File: src/rtl/ifu_fetch.sv
// Instruction fetch unit: owns the PC, issues credit-limited word fetches and
// buffers returned instructions in an in-order FIFO for the decode stage.
module ifu_fetch #(
  parameter logic [31:0] RESET_PC = 32'h0000_0000,
  parameter int unsigned DEPTH    = 2
) (
  input  logic        clk_i,
  input  logic        rst_n_i,
  output logic        imem_req_o,
  output logic [31:0] imem_addr_o,
  input  logic        imem_gnt_i,
  input  logic        imem_rvalid_i,
  input  logic [31:0] imem_rdata_i,
  input  logic        redirect_i,
  input  logic [31:0] redirect_pc_i,
  output logic        id_valid_o,
  input  logic        id_ready_i,
  output logic [31:0] id_inst_o,
  output logic [31:0] id_pc_o
);

  localparam int unsigned PW = $clog2(DEPTH);
  localparam int unsigned CW = $clog2(DEPTH + 1);
  localparam int unsigned SW = CW + 2;
  localparam logic [SW-1:0] DEPTH_S = SW'(DEPTH);

  logic [31:0]   pc_q;
  logic [31:0]   resp_pc_q;
  logic [CW-1:0] out_cnt_q;
  logic [CW-1:0] drop_cnt_q;
  logic [CW-1:0] count_q;
  logic [PW-1:0] rd_ptr_q;
  logic [PW-1:0] wr_ptr_q;
  logic [31:0]   fifo_inst [DEPTH];
  logic [31:0]   fifo_pc   [DEPTH];

  logic [SW-1:0] credit_sum;
  logic [31:0]   redir_pc;
  logic          pop;
  logic          grant;
  logic          rsp_ok;
  logic          rsp_drop;
  logic          push;

  always_comb begin
    redir_pc    = redirect_pc_i & ~32'd3;
    id_valid_o  = rst_n_i & (count_q != '0);
    id_inst_o   = rst_n_i ? fifo_inst[rd_ptr_q] : '0;
    id_pc_o     = rst_n_i ? fifo_pc[rd_ptr_q]   : '0;
    pop         = id_valid_o & id_ready_i;
    // Every slot the FIFO might need is counted: buffered, in flight, and to be dropped.
    credit_sum  = SW'(count_q) + SW'(out_cnt_q) + SW'(drop_cnt_q);
    imem_req_o  = rst_n_i & ~redirect_i &
                  ((credit_sum < DEPTH_S) | ((credit_sum == DEPTH_S) & pop));
    imem_addr_o = pc_q;
    grant       = imem_req_o & imem_gnt_i;
    // A response with nothing outstanding is a protocol error and is ignored.
    rsp_ok      = imem_rvalid_i & ((out_cnt_q != '0) | (drop_cnt_q != '0));
    rsp_drop    = rsp_ok & (drop_cnt_q != '0);
    push        = rsp_ok & (drop_cnt_q == '0);
  end

  always_ff @(posedge clk_i) begin
    if (!rst_n_i) begin
      pc_q       <= RESET_PC;
      resp_pc_q  <= RESET_PC;
      out_cnt_q  <= '0;
      drop_cnt_q <= '0;
      count_q    <= '0;
      rd_ptr_q   <= '0;
      wr_ptr_q   <= '0;
      for (int unsigned i = 0; i < DEPTH; i++) begin
        fifo_inst[i] <= '0;
        fifo_pc[i]   <= '0;
      end
    end else if (redirect_i) begin
      pc_q       <= redir_pc;
      resp_pc_q  <= redir_pc;
      drop_cnt_q <= drop_cnt_q + out_cnt_q - CW'(rsp_ok);
      out_cnt_q  <= '0;
      count_q    <= '0;
      rd_ptr_q   <= '0;
      wr_ptr_q   <= '0;
    end else begin
      if (grant) begin
        pc_q <= pc_q + 32'd4;
      end
      out_cnt_q <= out_cnt_q + CW'(grant) - CW'(push);
      if (rsp_drop) begin
        drop_cnt_q <= drop_cnt_q - 1'b1;
      end
      if (push) begin
        fifo_inst[wr_ptr_q] <= imem_rdata_i;
        fifo_pc[wr_ptr_q]   <= resp_pc_q;
        wr_ptr_q            <= wr_ptr_q + 1'b1;
        resp_pc_q           <= resp_pc_q + 32'd4;
      end
      if (pop) begin
        rd_ptr_q <= rd_ptr_q + 1'b1;
      end
      count_q <= count_q + CW'(push) - CW'(pop);
    end
  end

endmodule

File: config.mk
export PLATFORM = sky130hd
export DESIGN_NAME = ifu_fetch
export DESIGN_NICKNAME = d
export VERILOG_FILES = /design/src/rtl/ifu_fetch.sv
export SDC_FILE = /design/constraint.sdc
export NUM_CORES = 1
export LEC_CHECK = 0
export ABC_AREA = 1
export CAP_MARGIN = 20
export CORE_MARGIN = 2
export CORE_UTILIZATION = 40
export DETAILED_ROUTE_END_ITERATION = 7
export GPL_ROUTABILITY_DRIVEN = 0
export PLACE_DENSITY = 0.61
export SYNTH_ARGS = -nofsm -noshare
export SYNTH_HDL_FRONTEND = slang
export SYNTH_SLANG_ARGS = --single-unit
File: constraint.sdc
create_clock -name clk_i -period 4.4 [get_ports clk_i]
set_input_delay 0.44 -clock clk_i [delete_from_list [all_inputs] [get_ports clk_i]]
set_output_delay 0.44 -clock clk_i [all_outputs]
set_load 0.005 [all_outputs]
# After elaboration in Yosys (flattened, before gate mapping)
# Memories as Yosys holds them, arrays and structs flattened. A register that Yosys moved wholly into a read port is not among the register bits.
# Index checks and enable logic that the tools add are counted.
# totals
reg_bits	72
latch_bits	0
mem_bits_rw	128
mem_bits_ro	0
inputBits	70
out_inout_bits	98
elab_cells	72
memories	2
# classes
n_addsub	13
n_mul	0
div	0
magnitude_cmp	1
n_eq_ne	1
shift	0
n_mux	23
bitwise_logic	13
reduce_logical	10
# memory_table
memory	words	word_bits	rd	rd_clocked_by_memory_dff	wr	line	source
fifo_inst	2	32	1	1	2	34	logic [31:0] fifo_inst [DEPTH];
fifo_pc	2	32	1	1	2	35	logic [31:0] fifo_pc [DEPTH];
# op_table
operator	count
32-bit two-way mux	8
32-bit by 3-bit adder with 32-bit output (second input constant)	2
32-bit OR reduction	2
1-bit two-way mux	13
2-bit nonzero test	6
1-bit AND	9
2-bit by 1-bit subtractor with 2-bit output	3
2-bit by 1-bit adder with 2-bit output	2
3-bit by 2-bit adder with 4-bit output	1
4-bit by 2-bit == test with 1-bit output (second input constant)	1
4-bit by 2-bit < comparator with 1-bit output (second input constant)	1
2-bit two-way mux	2
2-bit by 2-bit adder with 3-bit output	1
1-bit adder (second input constant)	2
2-bit adder	1
2-bit logical NOT	1
1-bit NOT	2
1-bit OR	2
2-bit OR reduction	1
2-bit by 1-bit subtractor with 2-bit output (second input constant)	1

# Depth between registers and ports, before layout
# Gate-level depths: netlist of the first run.
# depth
depth_word	10
mapped_depth	14
depth_no_buf	12

# Worst setup path after synthesis of the first run
# OpenSTA, ideal clock, no wires.
# synth_timing
path_type	reg-to-reg
startpoint	register drop_cnt_q[0]
endpoint	memory fifo_inst[1][0], enable pin
setup_time_ns	0.677
arrival_time_ns	2.394
required_ns	3.723
setup_slack_ns	1.329
stages_incl_launch_ff	8
n_path_buf	1
synth_period_minus_slack_ns	3.071
path_cell_list	dfxtp_1 -> inv_1 -> ha_1 -> o211ai_4 -> clkinv_1 -> nand3_2 -> buf_2 -> nand2_1
# synth_rtl
item	line	source
from (decl)	30	logic [CW-1:0] drop_cnt_q;
from (signal assigned)	79	drop_cnt_q <= drop_cnt_q + out_cnt_q - CW'(rsp_ok);
from (signal assigned)	90	drop_cnt_q <= drop_cnt_q - 1'b1;
to (decl)	34	

# Final worst setup path of the first run
# layout_timing
startpoint	register out_cnt_q[1]
endpoint	register out_cnt_q[1]
# layout_between
elab_chain_len	9
word_cells_on_any_way	14
cone_classes	4 x add/sub; 1 x order compare; 1 x eq/ne; 7 x bitwise; 1 x reduce/logical
# layout_rtl
item	line	source
from (decl)	29	logic [CW-1:0] out_cnt_q;
from (signal assigned)	88	out_cnt_q <= out_cnt_q + CW'(grant) - CW'(push);
branches (longest 8 deep; another with 3-bit by 2-bit adder with 4-bit output)	n/a	
2-bit by 1-bit subtractor with 2-bit output (*)	88	
# Mark *: on every way between the ends.
# A chain may end at the register's enable or synchronous reset.

==> results of run 1 <==
## kinds of logic (layout without fill, tap and decap cells)
kind of cell / Yosys count / count (layout) / share of synthesized area [%]
compound gates: 173 / 173 / 9.178
xor+xnor: 31 / 31 / 2.706
fa+ha+maj: 13 / 13 / 1.771
buf+inv: 199 / 347 / 8.355
flops: 193 / 193 / 50.88
other cells: 1 / 4 / 0.03738
simple gates: 671 / 671 / 27.07
## area by class of cell
class                           instances  area [um2]  area share [%]
Sequential cell                       193        5106           40.98
Clock buffer                           17       425.4           3.414
Inverter                              142       538.0           4.318
Timing Repair Buffer                  173        1709           13.72
Tap cell                              324       405.4           3.253
Multi-Input combinational cell        892        4106           32.96
Clock inverter                         15       170.2           1.366
## how the worst max path moves through the flow
| stage | cells past startpoint | start | slack (ns) | to |
|---|---|---|---|---|
| 2_1_floorplan | 7 | drop_cnt_q[0]$_SDFFE_PN0P_ | 1.33 | fifo_inst[1][0]$_SDFFCE_PN0P_ |
| 3_3_place_gp | 11 | redirect_i | 1.32 | out_cnt_q[1]$_SDFF_PP0_ |
| 3_5_place_dp | 11 | redirect_i | 1.31 | out_cnt_q[1]$_SDFF_PP0_ |
| 4_1_cts | 10 | out_cnt_q[1]$_SDFF_PP0_ | 1.31 | out_cnt_q[1]$_SDFF_PP0_ |
| 5_1_grt | 10 | out_cnt_q[1]$_SDFF_PP0_ | 1.11 | out_cnt_q[1]$_SDFF_PP0_ |
| 6_report | 10 | out_cnt_q[1]$_SDFF_PP0_ | 1.31 | out_cnt_q[1]$_SDFF_PP0_ |
## synthesized netlist by cell type, types with 3 or more instances
cell type	number	share of area (%)
nor2_1	335	13
nand2_1	237	8.9
inv_1	137	5.1
edfxtp_1	124	37
o21ai_0	107	5.3
dfxtp_1	69	14
nand3_1	58	2.9
a21oi_1	44	2.2
clkbuf_1	31	1.2
xor2_1	27	2.4
buf_4	12	0.90
nor3_1	12	0.60
ha_1	11	1.4
a31oi_1	9	0.56
buf_2	9	0.45
nand4_1	8	0.50
nor2_2	5	0.31
buf_6	4	0.45
o21a_1	4	0.30
xnor2_1	4	0.35
nand3_2	3	0.30
o21bai_1	3	0.22
or2_2	3	0.19
## metal layers
metal / part of all wire [%] / vias to the layer above
li1: - / 4370
met1: 47 / 3884
met2: 45 / 254
met3: 6.2 / 26
met4: 1.5 / 0
met5: 0 / -
## placed cells by master, fill, tap and decap left out, types with 3 or more instances in the layout
master,instances
nor2_1,335
nand2_1,235
clkdlybuf4s50_1,160
inv_1,137
edfxtp_1,124
o21ai_0,107
dfxtp_1,68
nand3_1,58
a21oi_1,44
xor2_1,27
clkbuf_16,17
nor3_1,12
ha_1,11
buf_4,11
a31oi_1,9
nand4_1,8
clkinv_4,6
nor2_2,5
nand2_2,4
xnor2_1,4
o21a_1,4
conb_1,4
or2_2,3
nand3_2,3
o21bai_1,3
inv_8,3
## state kept, by name (all words and copies together), names as in the netlist, named ones only
name         cells
fifo_inst       64
fifo_pc         60
imem_addr_o     30
resp_pc_q       30
count_q          2
drop_cnt_q       2
out_cnt_q        2
rd_ptr_q         1
wr_ptr_q         1
## stage by stage
stage	setup WS [ns]	hold WS (ns)	cells	utilization, %	cell area, um2
final	1.305	0.4877	1756	50.94	12460
after global routing	1.111	0.4845	1756	50.94	12460
after CTS	1.309	0.4659	1756	50.94	12460
after detailed placement	1.308	0.4898	1724	48.50	11870
after global placement	1.318	0.4799	1724	48.50	11870
after floorplan	1.329	0.4719	1284	-	10040
## worst reg2reg max path: stages, from the launching register on
cell	delay, ns
dfxtp_1	0.50
fa_1	0.46
ha_1	0.24
nor3_4	0.21
nand3_2	0.42
ha_1	0.47
inv_1	0.04
ha_1	0.17
xnor2_1	0.13
or2_2	0.28
a21oi_1	0.11
## power by group
| group | leakage, nW | internal [mW] | switching, mW | total, mW |
|---|---|---|---|---|
| Clock | 0.290 | 0.811 | 0.736 | 1.55 |
| Sequential | 1.85 | 2.00 | 0.0565 | 2.05 |
| Combinational | 2.85 | 0.191 | 0.224 | 0.415 |
| Total | 4.99 | 3.00 | 1.02 | 4.01 |
==> flow_metrics.tcl, run 1 <==
set metrics [dict create \
    status "completed" \
    p_leak_nw 4.992 \
    path_buf_inv 1 \
    synth_seq_cells 193 \
    min_path_cells 3 \
    worst-path-max-fanout 20 \
    cpMostUsedCell "ha_1" \
    hold_class "in -> reg" \
    antenna_found_initial 0 \
    cts_hold_buf 0 \
    ctsLongestPathBuffers 2 \
    cts_max_level 4 \
    ys.flop_type "edfxtp_1" \
    hold_start "rst_n_i" \
    tns_ns 0 \
    period_share_pct 70.33 \
    nNetsFinal 1502 \
    use_met3_pct 3.871 \
    grt-busiest-layer "met2" \
    crit_chain "fa_1, ha_1, nor3_4, nand3_2, ha_1, inv_1, ha_1, xnor2_1, or2_2, a21oi_1" \
    wl_per_cell_um 14.98 \
    synthesis.area_mm2 0.01003 \
    rsz0062_at_grt "false" \
    cts_tree "built" \
    die_height_um 162.4 \
    portBuffers 161 \
    clkSinkCount 193 \
    dr.pass1.iters 5 \
    clkTransAtPathRegs_ns 0.08 \
    grt_pass1_vias 7959 \
    end_kind "flop" \
    holdPathEnd "imem_addr_o[16]$_SDFFE_PN0P_" \
    cts_setup_buffers 0 \
    met2_usage_pct 32.34 \
    cts_made_buffers 17 \
    ys_async_sr_fraction_pct 0 \
    crit_family "adder cells" \
    synth.distinct_cells 41 \
    vias 8534 \
    hold_violations 0 \
    n_antenna_cell 0 \
    critPathLaunchType "flop" \
    reg2regPathDepth 10 \
    skew_ns 0.01315 \
    crit_slowest_cell "dfxtp_1" \
    ant_nets 0 \
    met1_usage_pct 28.03 \
    rows 57 \
    timing.fmax_mhz 323.1 \
    max-cap-violations 0 \
    setup_viol 0 \
    synth_edf_count 124 \
    fin_crit_ns 3.095 \
    ios 168 \
    rr_startpoint "out_cnt_q[1]$_SDFF_PP0_" \
    die_w_um 162.4 \
    grt_overflow 0 \
    synth_warnings 0 \
    drt_wl_total_mm 26.30 \
    nFillCells 2372 \
    peakVddDrop_mv 0.1883 \
    drive_above_1_share_pct 4.818 \
    relSlewSlack_pct 49.77 \
    clock_latency_ns 0.43 \
    rrSetupSlack_ns 1.31 \
    timing.setup.critical_path_class "reg -> reg" \
    grt_start_max_net_pins 65 \
    cts.repair.resized 0 \
    finalMaxSlewViolations 0 \
    dieArea_mm2 0.02637 \
    p_total_mw 4.014 \
    start_util_pct 41.02 \
    power.density_mw_per_mm2 322.1 \
    regToRegEndpoint "out_cnt_q[1]$_SDFF_PP0_" \
    drt_iter0_markers 605 \
    grt_usage_pct 20.10 \
    cp.arrival_ns 3.47 \
    syn_avg_cell_area_um2 7.832 \
    floorplan.core_area_mm2 0.02446 \
    seq_area_frac_synth_pct 50.88 \
    synthToLayoutAreaGrowth_pct 24.19 \
    worstPathRequired_ns 4.77 \
    tightestPinTransition_ns 0.7535 \
    viasPerCell 4.860 \
    drc 0 \
    cts_root_buffer "clkbuf_16" \
    grt_first_pass_wirelength_mm 41.57 \
    syn_inst 1281 \
    crit_path_max_incr_delay_ns 0.50 \
    dp_hpwl_mm 17.67 \
]
Power figures use the tool's default switching activity.
==> run 2: changes to the inputs <==
==> constraint.sdc (replaced) <==
create_clock -name clk_i -period 3 [get_ports clk_i]
set_input_delay 0.3 -clock clk_i [delete_from_list [all_inputs] [get_ports clk_i]]
set_output_delay 0.3 -clock clk_i [all_outputs]
set_load 0.005 [all_outputs]
==> run 2 against run 1 <==
  * Clock skew decreased by 0.0038 ns
  * Largest power group unchanged
  * Sequential power up 47%
  * Routed wire length rose by 1.5%
  * Via count up 1.2%
  * Clock-buffer cell count unchanged
  * Global-route usage grew 0.32 points
  * Combinational power rose by 48%
  * Setup slack got worse by 1.0 ns
  * Core utilization up 0.22 points
  * Die area stayed put
  * Final cell count grew 0.51%
==> flow_metrics.tcl, run 2 (same netlist as run 1, synthesis figures left out) <==
set metrics [dict create \
    die_w_um 162.4 \
    fin_crit_ns 2.721 \
    cts_tree "built" \
    setup_viol 0 \
    swShare_pct 26.09 \
    drc 0 \
    grt_usage_pct 20.43 \
    dp_hpwl_mm 18.28 \
    clkTransAtPathRegs_ns 0.08 \
    crit_path_max_incr_delay_ns 0.49 \
    path_buf_inv 2 \
    ant_nets 0 \
    reg2regPathDepth 10 \
    portBuffers 161 \
    tns_ns 0 \
    final_util_pct 51.16 \
    p_sw_mw 1.528 \
    seqPwrFrac_pct 51.4 \
    rows 57 \
    ios 168 \
    cts.repair.resized 0 \
    crit_chain "fa_1, ha_1, nor3_4, nand2_1, inv_1, clkdlybuf4s50_1" \
    cts_max_level 4 \
    start_util_pct 41.02 \
    power_frac_comb_pct 10.5 \
    power.density_mw_per_mm2 467.9 \
    floorplan.core_area_mm2 0.02446 \
    clockPowerShare_pct 38.1 \
    antenna_found_initial 0 \
    tightestPinTransition_ns 0.8526 \
    grt_pass1_vias 8307 \
    worstPathRequired_ns 2.70 \
    peakVddDrop_mv 0.2744 \
    p_int_mw 4.329 \
    largest_register_ffs 64 \
    cts_made_buffers 17 \
    n_antenna_cell 0 \
    nNetsFinal 1511 \
    ctsLongestPathBuffers 2 \
    relSlewSlack_pct 43.16 \
    cp.arrival_ns 2.42 \
    dieArea_mm2 0.02637 \
    grt_start_max_net_pins 82 \
    period_share_pct 90.70 \
    skew_ns 0.009335 \
    max-cap-violations 0 \
    drive_above_1_share_pct 5.344 \
    cts_hold_buf 0 \
    crit_slowest_cell "dfxtp_1" \
    finalMaxSlewViolations 0 \
    viasPerCell 4.895 \
    critPathLaunchType "flop" \
    hold_class "in -> reg" \
    reg_top3 "fifo_inst x64, fifo_pc x60" \
    grt_first_pass_wirelength_mm 42.76 \
    synthToLayoutAreaGrowth_pct 24.74 \
    clock_latency_ns 0.43 \
    regMostFlops "fifo_inst" \
    rr_startpoint "out_cnt_q[1]$_SDFF_PP0_" \
    clkSinkCount 193 \
    cp.depth 6 \
    end_kind "output port" \
    hold_violations 0 \
    startpoint "out_cnt_q[1]$_SDFF_PP0_" \
    p_leak_nw 5.026 \
    crit_family "adder cells" \
    vias 8640 \
    drt_iter0_markers 589 \
    die_height_um 162.4 \
    final_common_cell "nor2_1" \
    drt_wl_total_mm 26.69 \
    worst-path-max-fanout 5 \
    dr.pass1.iters 7 \
    grt_overflow 0 \
    cp-endpoint "imem_req_o" \
    final_cell_mix "nor2_1 (335), nand2_1 (235), clkdlybuf4s50_1 (160)" \
    timing.setup.critical_path_class "reg -> out" \
    wl_per_cell_um 15.12 \
    status "completed" \
    regToRegEndpoint "imem_addr_o[22]$_SDFFE_PN0P_" \
    cts_setup_buffers 0 \
    rrSetupSlack_ns 0.32 \
    timing.fmax_mhz 367.5 \
    rsz0062_at_grt "false" \
    cts_root_buffer "clkbuf_16" \
]
run 2: cell count changes in the layout (fill, tap and decap cells not counted):
cell,delta
inv_8,+1
clkinv_8,+2
clkinv_4,-4
inv_12,-1
bufinv_16,-1
clkinv_2,-1
clkinv_1,+1
inv_6,+3
buf_4,+9
run 2: final cells by class:
class	instances	area [um2]
Clock buffer	17	425.4
Fill cell	2379	11950
Clock inverter	15	157.7
Tap cell	324	405.4
Timing Repair Buffer	182	1777
Inverter	142	538.0
Multi-Input combinational cell	892	4106
Sequential cell	193	5106
run 2: worst min path at each step:
stage | to | slack [ns] | depth (start not counted) | startpoint
after global routing | drop_cnt_q[0]$_SDFFE_PN0P_ | 0.24 | 3 | rst_n_i
final | drop_cnt_q[0]$_SDFFE_PN0P_ | 0.21 | 3 | rst_n_i
after CTS | drop_cnt_q[0]$_SDFFE_PN0P_ | 0.20 | 3 | rst_n_i
after global placement | rd_ptr_q$_SDFFE_PP0P_ | 0.48 | 2 | rd_ptr_q$_SDFFE_PP0P_
after detailed placement | flop | 0.49 | 2 | rd_ptr_q$_SDFFE_PP0P_
after floorplan | resp_pc_q[2]$_SDFFE_PN0P_ | 0.46 | 2 | redirect_pc_i[2]
run 2: layer usage:
layer / up-vias / GRT usage (%) / part of all wire (%)
li1: 4388 / - / -
met1: 3989 / 27.53 / 46
met2: 239 / 34.55 / 47
met3: 24 / 3.616 / 5.7
met4: 0 / 4.545 / 1.4
met5: - / 0 / 0
run 2: worst min-delay path: stages:
cell and delay (ns):
buf_2 0.17, o21ai_0 0.09, a21oi_1 0.04
run 2: power groups by stage:
stage,logic (mW),clock network [mW],registers (mW)
detailed placement,0.616,0,3.07
global placement,0.609,0,3.07
finish,0.613,2.23,3.01
global route,0.688,2.37,3.03
floorplan,0.312,0,3.05
CTS,0.620,2.27,3.01
run 2: through the flow:
stage               hold WS, ns  power (mW)  cells  setup WS, ns  cell area (um2)
floorplan                0.4561       3.362   1284        0.3000            10050
global placement         0.4843       3.678   1733        0.3283            11930
detailed placement       0.4935       3.685   1733        0.3175            11930
CTS                      0.1974       5.904   1765        0.2486            12520
global route             0.2351       6.080   1765        0.1336            12520
finish                   0.2093       5.856   1765        0.2791            12520
